==> src/rtl/adc_spi_pkg.sv <==
// Shared constants for the MCP3002-style ADC responder: FSM state codes,
// configuration field layout, reset defaults and channel mode encodings.
package adc_spi_pkg;

  typedef logic [2:0] state_t;

  localparam state_t ST_IDLE       = 3'd0;
  localparam state_t ST_WAIT_START = 3'd1;
  localparam state_t ST_CFG        = 3'd2;
  localparam state_t ST_NULLB      = 3'd3;
  localparam state_t ST_DATA       = 3'd4;
  localparam state_t ST_LSB_TAIL   = 3'd5;
  localparam state_t ST_ZEROS      = 3'd6;

  // Configuration word is {sgl_diff, odd_sign, msbf}.
  localparam int CFG_BITS = 3;
  localparam logic [CFG_BITS-1:0] LAST_CFG_RST = 3'b110;

  // Channel mode = {sgl_diff, odd_sign}.
  localparam logic [1:0] MODE_DIFF_01 = 2'b00;
  localparam logic [1:0] MODE_DIFF_10 = 2'b01;
  localparam logic [1:0] MODE_SGL_CH0 = 2'b10;
  localparam logic [1:0] MODE_SGL_CH1 = 2'b11;

endpackage

==> src/rtl/adc_spi_responder_sync.sv <==
// N-stage synchroniser with a programmable reset level and single-cycle
// rise/fall pulses derived from the synchronised value.
module spi_pin_sync #(
  parameter int   N       = 2,
  parameter logic RST_VAL = 1'b0
) (
  input  logic clk,
  input  logic rst_n,
  input  logic din,
  output logic sync,
  output logic rise,
  output logic fall
);

  logic [N-1:0] stages;
  logic         prev;

  always_ff @(posedge clk or negedge rst_n) begin
    if (!rst_n) begin
      stages <= {N{RST_VAL}};
      prev   <= RST_VAL;
    end else begin
      stages <= {stages[N-2:0], din};
      prev   <= stages[N-1];
    end
  end

  // Edge pulses are combinational so the consumer acts on the next clock.
  assign sync = stages[N-1];
  assign rise = sync & ~prev;
  assign fall = ~sync & prev;

endmodule

==> src/rtl/adc_spi_responder.sv <==
// SPI responder emulating a 2-channel, 10-bit MCP3002-style ADC: takes the
// start/config bits on SCK rising edges and returns the sample on falling edges.
module adc_spi_responder
  import adc_spi_pkg::*;
#(
  parameter int DATA_W      = 10,
  parameter int SYNC_STAGES = 2
) (
  input  logic                sysclk,
  input  logic                rst_n,
  input  logic                adc_cs,
  input  logic                adc_sck,
  input  logic                sdi,
  output logic                sdo,
  output logic                sdo_oe,
  input  logic [DATA_W-1:0]   ch0_data,
  input  logic [DATA_W-1:0]   ch1_data,
  output logic                sample_strobe,
  output logic                frame_done,
  output logic [CFG_BITS-1:0] last_cfg,
  output state_t              dbg_state
);

  localparam int IDX_W = $clog2(DATA_W);
  localparam logic [IDX_W-1:0] IDX_MSB = IDX_W'(DATA_W - 1);

  logic cs_s, cs_rise, cs_fall;
  logic sck_s, sck_rise, sck_fall;
  logic sdi_s, sdi_rise, sdi_fall;

  spi_pin_sync #(.N(SYNC_STAGES), .RST_VAL(1'b1)) u_sync_cs (
    .clk(sysclk), .rst_n(rst_n), .din(adc_cs),
    .sync(cs_s), .rise(cs_rise), .fall(cs_fall)
  );

  spi_pin_sync #(.N(SYNC_STAGES), .RST_VAL(1'b0)) u_sync_sck (
    .clk(sysclk), .rst_n(rst_n), .din(adc_sck),
    .sync(sck_s), .rise(sck_rise), .fall(sck_fall)
  );

  spi_pin_sync #(.N(SYNC_STAGES), .RST_VAL(1'b0)) u_sync_sdi (
    .clk(sysclk), .rst_n(rst_n), .din(sdi),
    .sync(sdi_s), .rise(sdi_rise), .fall(sdi_fall)
  );

  logic unused_sync_bits;
  assign unused_sync_bits = &{1'b0, cs_rise, sck_s, sdi_rise, sdi_fall};

  state_t                state;
  logic [1:0]            cfg_cnt;
  logic [CFG_BITS-2:0]   cfg_shift;
  logic [IDX_W-1:0]      idx;
  logic [DATA_W-1:0]     sample;
  logic                  msbf_r;

  logic [CFG_BITS-1:0]   cfg_next;
  logic [DATA_W:0]       diff_01;
  logic [DATA_W:0]       diff_10;
  logic [DATA_W-1:0]     sel_sample;

  // The third config bit arrives on the same edge that latches the sample.
  assign cfg_next = {cfg_shift, sdi_s};
  assign diff_01  = {1'b0, ch0_data} - {1'b0, ch1_data};
  assign diff_10  = {1'b0, ch1_data} - {1'b0, ch0_data};

  // A borrow out of the extended subtraction saturates the result at zero.
  always_comb begin
    sel_sample = '0;
    unique case (cfg_next[2:1])
      MODE_SGL_CH0: sel_sample = ch0_data;
      MODE_SGL_CH1: sel_sample = ch1_data;
      MODE_DIFF_01: sel_sample = diff_01[DATA_W] ? '0 : diff_01[DATA_W-1:0];
      MODE_DIFF_10: sel_sample = diff_10[DATA_W] ? '0 : diff_10[DATA_W-1:0];
      default:      sel_sample = '0;
    endcase
  end

  always_ff @(posedge sysclk or negedge rst_n) begin
    if (!rst_n) begin
      state         <= ST_IDLE;
      sdo           <= 1'b0;
      sdo_oe        <= 1'b0;
      sample_strobe <= 1'b0;
      frame_done    <= 1'b0;
      last_cfg      <= LAST_CFG_RST;
      sample        <= '0;
      cfg_shift     <= '0;
      cfg_cnt       <= '0;
      idx           <= '0;
      msbf_r        <= 1'b1;
    end else begin
      sample_strobe <= 1'b0;
      frame_done    <= 1'b0;
      // Deselect wins over any SCK edge seen in the same cycle.
      if (cs_s) begin
        state  <= ST_IDLE;
        sdo_oe <= 1'b0;
        sdo    <= 1'b0;
      end else begin
        unique case (state)
          ST_IDLE: begin
            if (cs_fall) begin
              state  <= ST_WAIT_START;
              sdo_oe <= 1'b1;
              sdo    <= 1'b0;
            end
          end
          ST_WAIT_START: begin
            if (sck_rise && sdi_s) begin
              state   <= ST_CFG;
              cfg_cnt <= '0;
            end
          end
          ST_CFG: begin
            if (sck_rise) begin
              if (cfg_cnt == 2'(CFG_BITS - 1)) begin
                sample        <= sel_sample;
                sample_strobe <= 1'b1;
                last_cfg      <= cfg_next;
                msbf_r        <= sdi_s;
                state         <= ST_NULLB;
              end else begin
                cfg_shift <= cfg_next[CFG_BITS-2:0];
                cfg_cnt   <= cfg_cnt + 1'b1;
              end
            end
          end
          ST_NULLB: begin
            if (sck_fall) begin
              sdo   <= 1'b0;
              idx   <= IDX_MSB;
              state <= ST_DATA;
            end
          end
          ST_DATA: begin
            if (sck_fall) begin
              sdo <= sample[idx];
              if (idx == '0) begin
                frame_done <= 1'b1;
                idx        <= IDX_W'(1);
                state      <= msbf_r ? ST_ZEROS : ST_LSB_TAIL;
              end else begin
                idx <= idx - 1'b1;
              end
            end
          end
          ST_LSB_TAIL: begin
            if (sck_fall) begin
              sdo <= sample[idx];
              if (idx == IDX_MSB) state <= ST_ZEROS;
              else                idx   <= idx + 1'b1;
            end
          end
          ST_ZEROS: begin
            if (sck_fall) sdo <= 1'b0;
          end
          default: state <= ST_IDLE;
        endcase
      end
    end
  end

  assign dbg_state = state;

endmodule
==> config.mk <==
export PLATFORM = sky130hd
export DESIGN_NAME = adc_spi_responder
export DESIGN_NICKNAME = d
export VERILOG_FILES = /design/src/rtl/adc_spi_pkg.sv /design/src/rtl/adc_spi_responder_sync.sv /design/src/rtl/adc_spi_responder.sv
export SDC_FILE = /design/constraint.sdc
export NUM_CORES = 1
export LEC_CHECK = 0
export ABC_AREA = 1
export CAP_MARGIN = 20
export CELL_PAD_IN_SITES_DETAIL_PLACEMENT = 1
export CELL_PAD_IN_SITES_GLOBAL_PLACEMENT = 2
export CORE_ASPECT_RATIO = 1.75
export CORE_MARGIN = 2
export CORE_UTILIZATION = 34
export CTS_CLUSTER_SIZE = 8
export DETAILED_ROUTE_END_ITERATION = 8
export PLACE_DENSITY_LB_ADDON = 0.1
export SYNTH_ARGS = -nofsm -noshare
export SYNTH_HDL_FRONTEND = slang
export SYNTH_HIERARCHICAL = 1
export SYNTH_SLANG_ARGS = --single-unit
==> constraint.sdc <==
create_clock -name sysclk -period 4.9 [get_ports sysclk]
set_input_delay 0.735 -clock sysclk [delete_from_list [all_inputs] [get_ports sysclk]]
set_output_delay 0.735 -clock sysclk [all_outputs]
set_load 0.01 [all_outputs]
## Word-level counts from Yosys, hierarchy flattened

Cells that the tools add are included.

| word-level totals | value |
|---|---|
| register bits after elaboration | 37 |
| bits in latches | 0 |
| bits in writable memories | 0 |
| ROM bits | 0 |
| input bits | 25 |
| output and inout bits | 10 |
| word-level logic and storage cells | 120 |
| memories kept | 0 |

| operators by class | value |
|---|---|
| add/subtract/negate cells | 5 |
| $mul | 0 |
| div/mod/pow operators | 0 |
| magnitude comparators | 1 |
| eq/ne operators | 30 |
| shifts and indexed selects | 0 |
| multiplexer cells | 43 |
| bitwise operators | 7 |
| reduce and logical (&&, ||, !) cells | 18 |

Operators with widths:

| operator | count |
|---|---|
| 10-bit case mux with 4 select lines | 1 |
| 3-bit 2-to-1 mux | 10 |
| 3-bit by 2-bit inequality test with 1-bit output, second input constant | 9 |
| 10-bit by 10-bit subtractor with 11-bit output | 2 |
| 3-bit case mux with 7 select lines | 1 |
| 10-bit 2-to-1 mux | 2 |
| 4-bit 2-to-1 mux | 5 |
| 1-bit 2-to-1 mux | 16 |
| 2-bit inequality test, second input constant | 7 |
| 4-bit case mux with 3 select lines | 1 |
| 4-bit AND reduction | 3 |
| 10-bit AND reduction | 1 |
| 3-bit equality test, second input constant | 3 |
| 2-bit 2-to-1 mux | 4 |
| 2-bit equality test, second input constant | 3 |
| 3-bit by 2-bit equality test with 1-bit output, second input constant | 2 |
| 3-bit by 1-bit inequality test with 1-bit output, second input constant | 2 |
| 6-bit AND reduction | 1 |
| 2-bit nonzero test | 3 |
| 4-bit by 5-bit < comparator with 1-bit output, second input constant | 1 |
| 5-bit AND reduction | 1 |
| 4-bit by 1-bit adder with 4-bit output, second input constant | 1 |
| 1-bit binary-select mux with 4-bit select | 1 |
| 4-bit equality test, second input constant | 1 |
| other kinds (17) | 23 |

## Logic depth before layout (Yosys ltp)

| logic depth | value |
|---|---|
| word-level depth | 6 |
| gate-level depth with buffers | 15 |
| mapped depth without buffers | 14 |

## Modules after synthesis

The synthesis kept the hierarchy.

By module, submodules not included:

| module | instances | cells each | area each (um2) | sequential area each (um2) |
|---|---|---|---|---|
| adc_spi_responder | 1 | 475 | 2954.1 | 729.4 |
| spi_pin_sync (u_sync_sck ...) | 2 | 7 | 90.1 | 75.1 |
| spi_pin_sync (u_sync_cs) | 1 | 7 | 93.8 | 78.8 |

## Least setup slack after synthesis

Ideal clock, no wire load.

| timing path | value |
|---|---|
| kind | input to register |
| start | input port ch0_data[0] |
| end | register sample[6] |
| setup time | 0.117 ns |
| arrival | 2.071 ns |
| data required time | 4.783 ns |
| path slack | 2.712 ns |
| cell stages on the path | 12 |
| path buffers | 1 |
| cell sequence | inv_1 > ha_1 > inv_1 > fa_1 > nand3_1 > nand3_1 > and2_1 > buf_4 > nand2_1 > nand3_1 > nand2_1 > nand2_1 |

| between the ends | value |
|---|---|
| word-level cells in the longest chain between the ends | 3 |
| elaborated cells between the ends (all ways) | 5 |

Ends and longest elaborated chain:

| element | line | text |
|---|---|---|
| from (decl) | adc_spi_responder.sv:16 | `input logic [DATA_W-1:0] ch0_data,` |
| 10-bit by 10-bit subtractor with 11-bit output, on equally long branches | adc_spi_responder.sv:64, adc_spi_responder.sv:63 |  |
| 10-bit 2-to-1 mux, on equally long branches | adc_spi_responder.sv:73, adc_spi_responder.sv:72 |  |
| 10-bit case mux with 4 select lines * | adc_spi_responder.sv:69 | `unique case (cfg_next[2:1])` |
| to (signal assigned) | adc_spi_responder.sv:117 | `sample <= sel_sample;` |
| to (decl) | adc_spi_responder.sv:53 | `logic [DATA_W-1:0] sample;` |

Every way passes the cells marked *; elsewhere a longest branch is shown, timed or not.
A chain may end at the register's enable or synchronous reset.

## Final worst setup path

| timing path | value |
|---|---|
| start | input port ch0_data[7] |
| end | register sample[3] |

Same word-level chain as after synthesis.

==> run_results.csv <==
group,metric,value,unit
pwr,combPwrFrac,0.417,
die,design.die.area,0.0102,mm²
cts,cts-root-buf,"clkbuf_16",
placement,place_congestion,0.875,
global_route,grt_usage,0.212,
worst_setup_path,worstSetupPathType,"primary input to register",
placement,dp_cells,631,
placement,port_buffers,34,
route,wl_per_cell,16.2,µm
synth,synthCells,489,
timing,maxSlewHeadroom,0.330,
pwr,p_leak,1.97,nW
global_route,grt_pass1_wl,17.0,mm
timing,fin_skew,0.00365,ns
pwr,internal_power,0.810,mW
pwr,ir_drop,0.000183,V
worst_setup_path,worst_ep_required_time,5.12,ns
timing,rsz0062_at_grt,"false",
die,start_util,0.350,
pwr,clkPwrFrac,0.279,
cells_and_area,syn_to_final_growth,18.7,%
die,die_h,132,µm
cts,htree_levels,2,
worst_setup_path,worstSetupStartpointType,"primary input",
global_route,grt_max_degree,38,
cells_and_area,drive_gt1_frac,0.0578,
timing,post-route-min-period,2.98,ns
timing,hold_violations,0,
global_route,grt-ovfl-total,0,
pwr,p_switching,0.575,mW
cells_and_area,finalCoreUtilization,0.415,
placement,hpwlAfterDp,8.36,mm
pwr,pwr-share-seq,0.304,
cts,clock-sinks,37,
route,via_per_inst,5.06,
timing,worst_pin_slew,1.00,ns
route,vias,3236,
cts,clkLatencyLatePin,0.28,ns
cts,postCtsSetupRepairBufs,0,
global_route,antenna_found_initial,0,
cells_and_area,fillers,1249,
cells_and_area,nets,569,
timing,setup_violations,0,
route,drcViolationCount,0,
synth,avgSynthCellArea,6.50,µm²
min_path,holdCritPathClass,"register to register",
die,die_w,77.1,µm
synth,synth_nets,540,
job,cap_viol_max_count,0,
synth,synth_area,0.00318,mm²
route,dr.pass1.iters,5,
die,io-pin-count,35,
cts,numCtsBuffers,5,
pwr,p_per_area,367,mW/mm²
timing,finalCritPeriodShare,0.607,
cells_and_area,multi_input_area,0.00187,mm²
pwr,switching_share,0.415,
cells_and_area,register_area,933,µm²
worst_setup_path,cp_max_fo,9,
cts,path_clk_slew,0.06,ns
cells_and_area,n_antenna_cell,0,
route,drt_first_iter_violations,88,
route,drtAntennaViolNets,0,
cts,postCtsHoldBufs,0,
timing,report.final.slew_viol_count,0,
global_route,first_global_vias,3538,
worst_setup_path,worstSetupEndpointType,"register",
timing,fmax,0.336,GHz
timing,fin_tns_setup,0,ns
outcome,status,"completed",
synth,synth_warnings,6,
die,core-area,0.00909,mm²
cts,cts-resized-gates,0,
cts,tritoncts,"built",
cells_and_area,instances_no_fill,639,
worst_setup_path,cp.arrival,3.20,ns
cts,clockBufferDepth,2,
route,drt-total-wl,10.4,mm
die,rows,46,
## worst paths after layout
| path | startpoint | endpoint | slack (ns) | cells past startpoint |
|---|---|---|---|---|
| hold reg to reg | u_sync_sck/stages[0] | u_sync_sck/stages[1] | 0.35 | 0 |
| min in group asynchronous | rst_n | u_sync_sck/stages[1] | 0.56 | 1 |
| setup reg to reg | cfg_shift[1] | sample[0] | 2.78 | 5 |
| hold / removal | u_sync_sck/stages[0] | u_sync_sck/stages[1] | 0.35 | 0 |
| max in group asynchronous | rst_n | sample[9] | 3.79 | 1 |
| setup / recovery | ch0_data[7] | sample[3] | 1.92 | 12 |
## per-layer routing
metal,vias up,track usage,wire (µm)
met3,22,0.0151,170
met2,47,0.447,6210
met1,1576,0.191,3570
li1,1591,-,-
met5,-,0,0
met4,0,0.109,397
## power groups by stage
stage                     Combinational (mW)  Clock (mW)  Sequential, mW
after floorplan                        0.417           0           0.396
after global placement                 0.571           0           0.428
after detailed placement               0.581           0           0.427
after CTS                              0.586       0.394           0.423
after global routing                   0.662       0.406           0.431
final                                  0.578       0.386           0.422
## sequential cells by signal (all words and copies together) (netlist names), 2 cells and up
register / count
cfg_cnt: 2
cfg_shift: 2
dbg_state: 3
idx: 4
last_cfg: 3
sample: 10
u_sync_cs/stages: 2
u_sync_sck/stages: 2
u_sync_sdi/stages: 2
## cell type report
| class | instances | share of cell area |
|---|---|---|
| clock buffers | 6 | 0.0368 |
| inverters | 83 | 0.0825 |
| multi-input cells | 357 | 0.495 |
| well taps | 120 | 0.0398 |
| repair buffers | 34 | 0.0888 |
| clock inverters | 2 | 0.00994 |
| flip-flops and latches | 37 | 0.247 |
## per-stage QoR
step	area, µm²	hold WS, ns	power (mW)	setup WS [ns]
2_1_floorplan	3180	0.331	0.813	2.71
3_3_place_gp	3600	0.337	0.998	1.55
3_5_place_dp	3600	0.338	1.01	1.55
4_1_cts	3780	0.352	1.40	1.85
5_1_grt	3780	0.361	1.50	1.68
6_report	3780	0.349	1.39	1.92
## cells in the final DEF (no fill, tap or decap), types with 5 or more instances in the layout
cell type,count
a21oi_1,22
clkbuf_16,5
clkdlybuf4s50_1,33
dfrtp_1,31
dfstp_2,6
ha_1,24
inv_1,77
inv_2,6
nand2_1,160
nand3_1,40
nand4_1,7
nor2_1,32
nor3_1,5
o21ai_0,25
o21ai_1,12
xor2_1,7
## critical path, cell delays in order
cell and delay, ns:
clkdlybuf4s50_1 0.50, inv_1 0.07, ha_1 0.44, nand2_1 0.19
nor2_2 0.25, nand3_1 0.11, nand3_1 0.13, and2_1 0.41
nand2_1 0.10, nand3_1 0.08, nand2_1 0.10, nand2_1 0.08
Note: power is estimated with default switching activity, not from simulation.
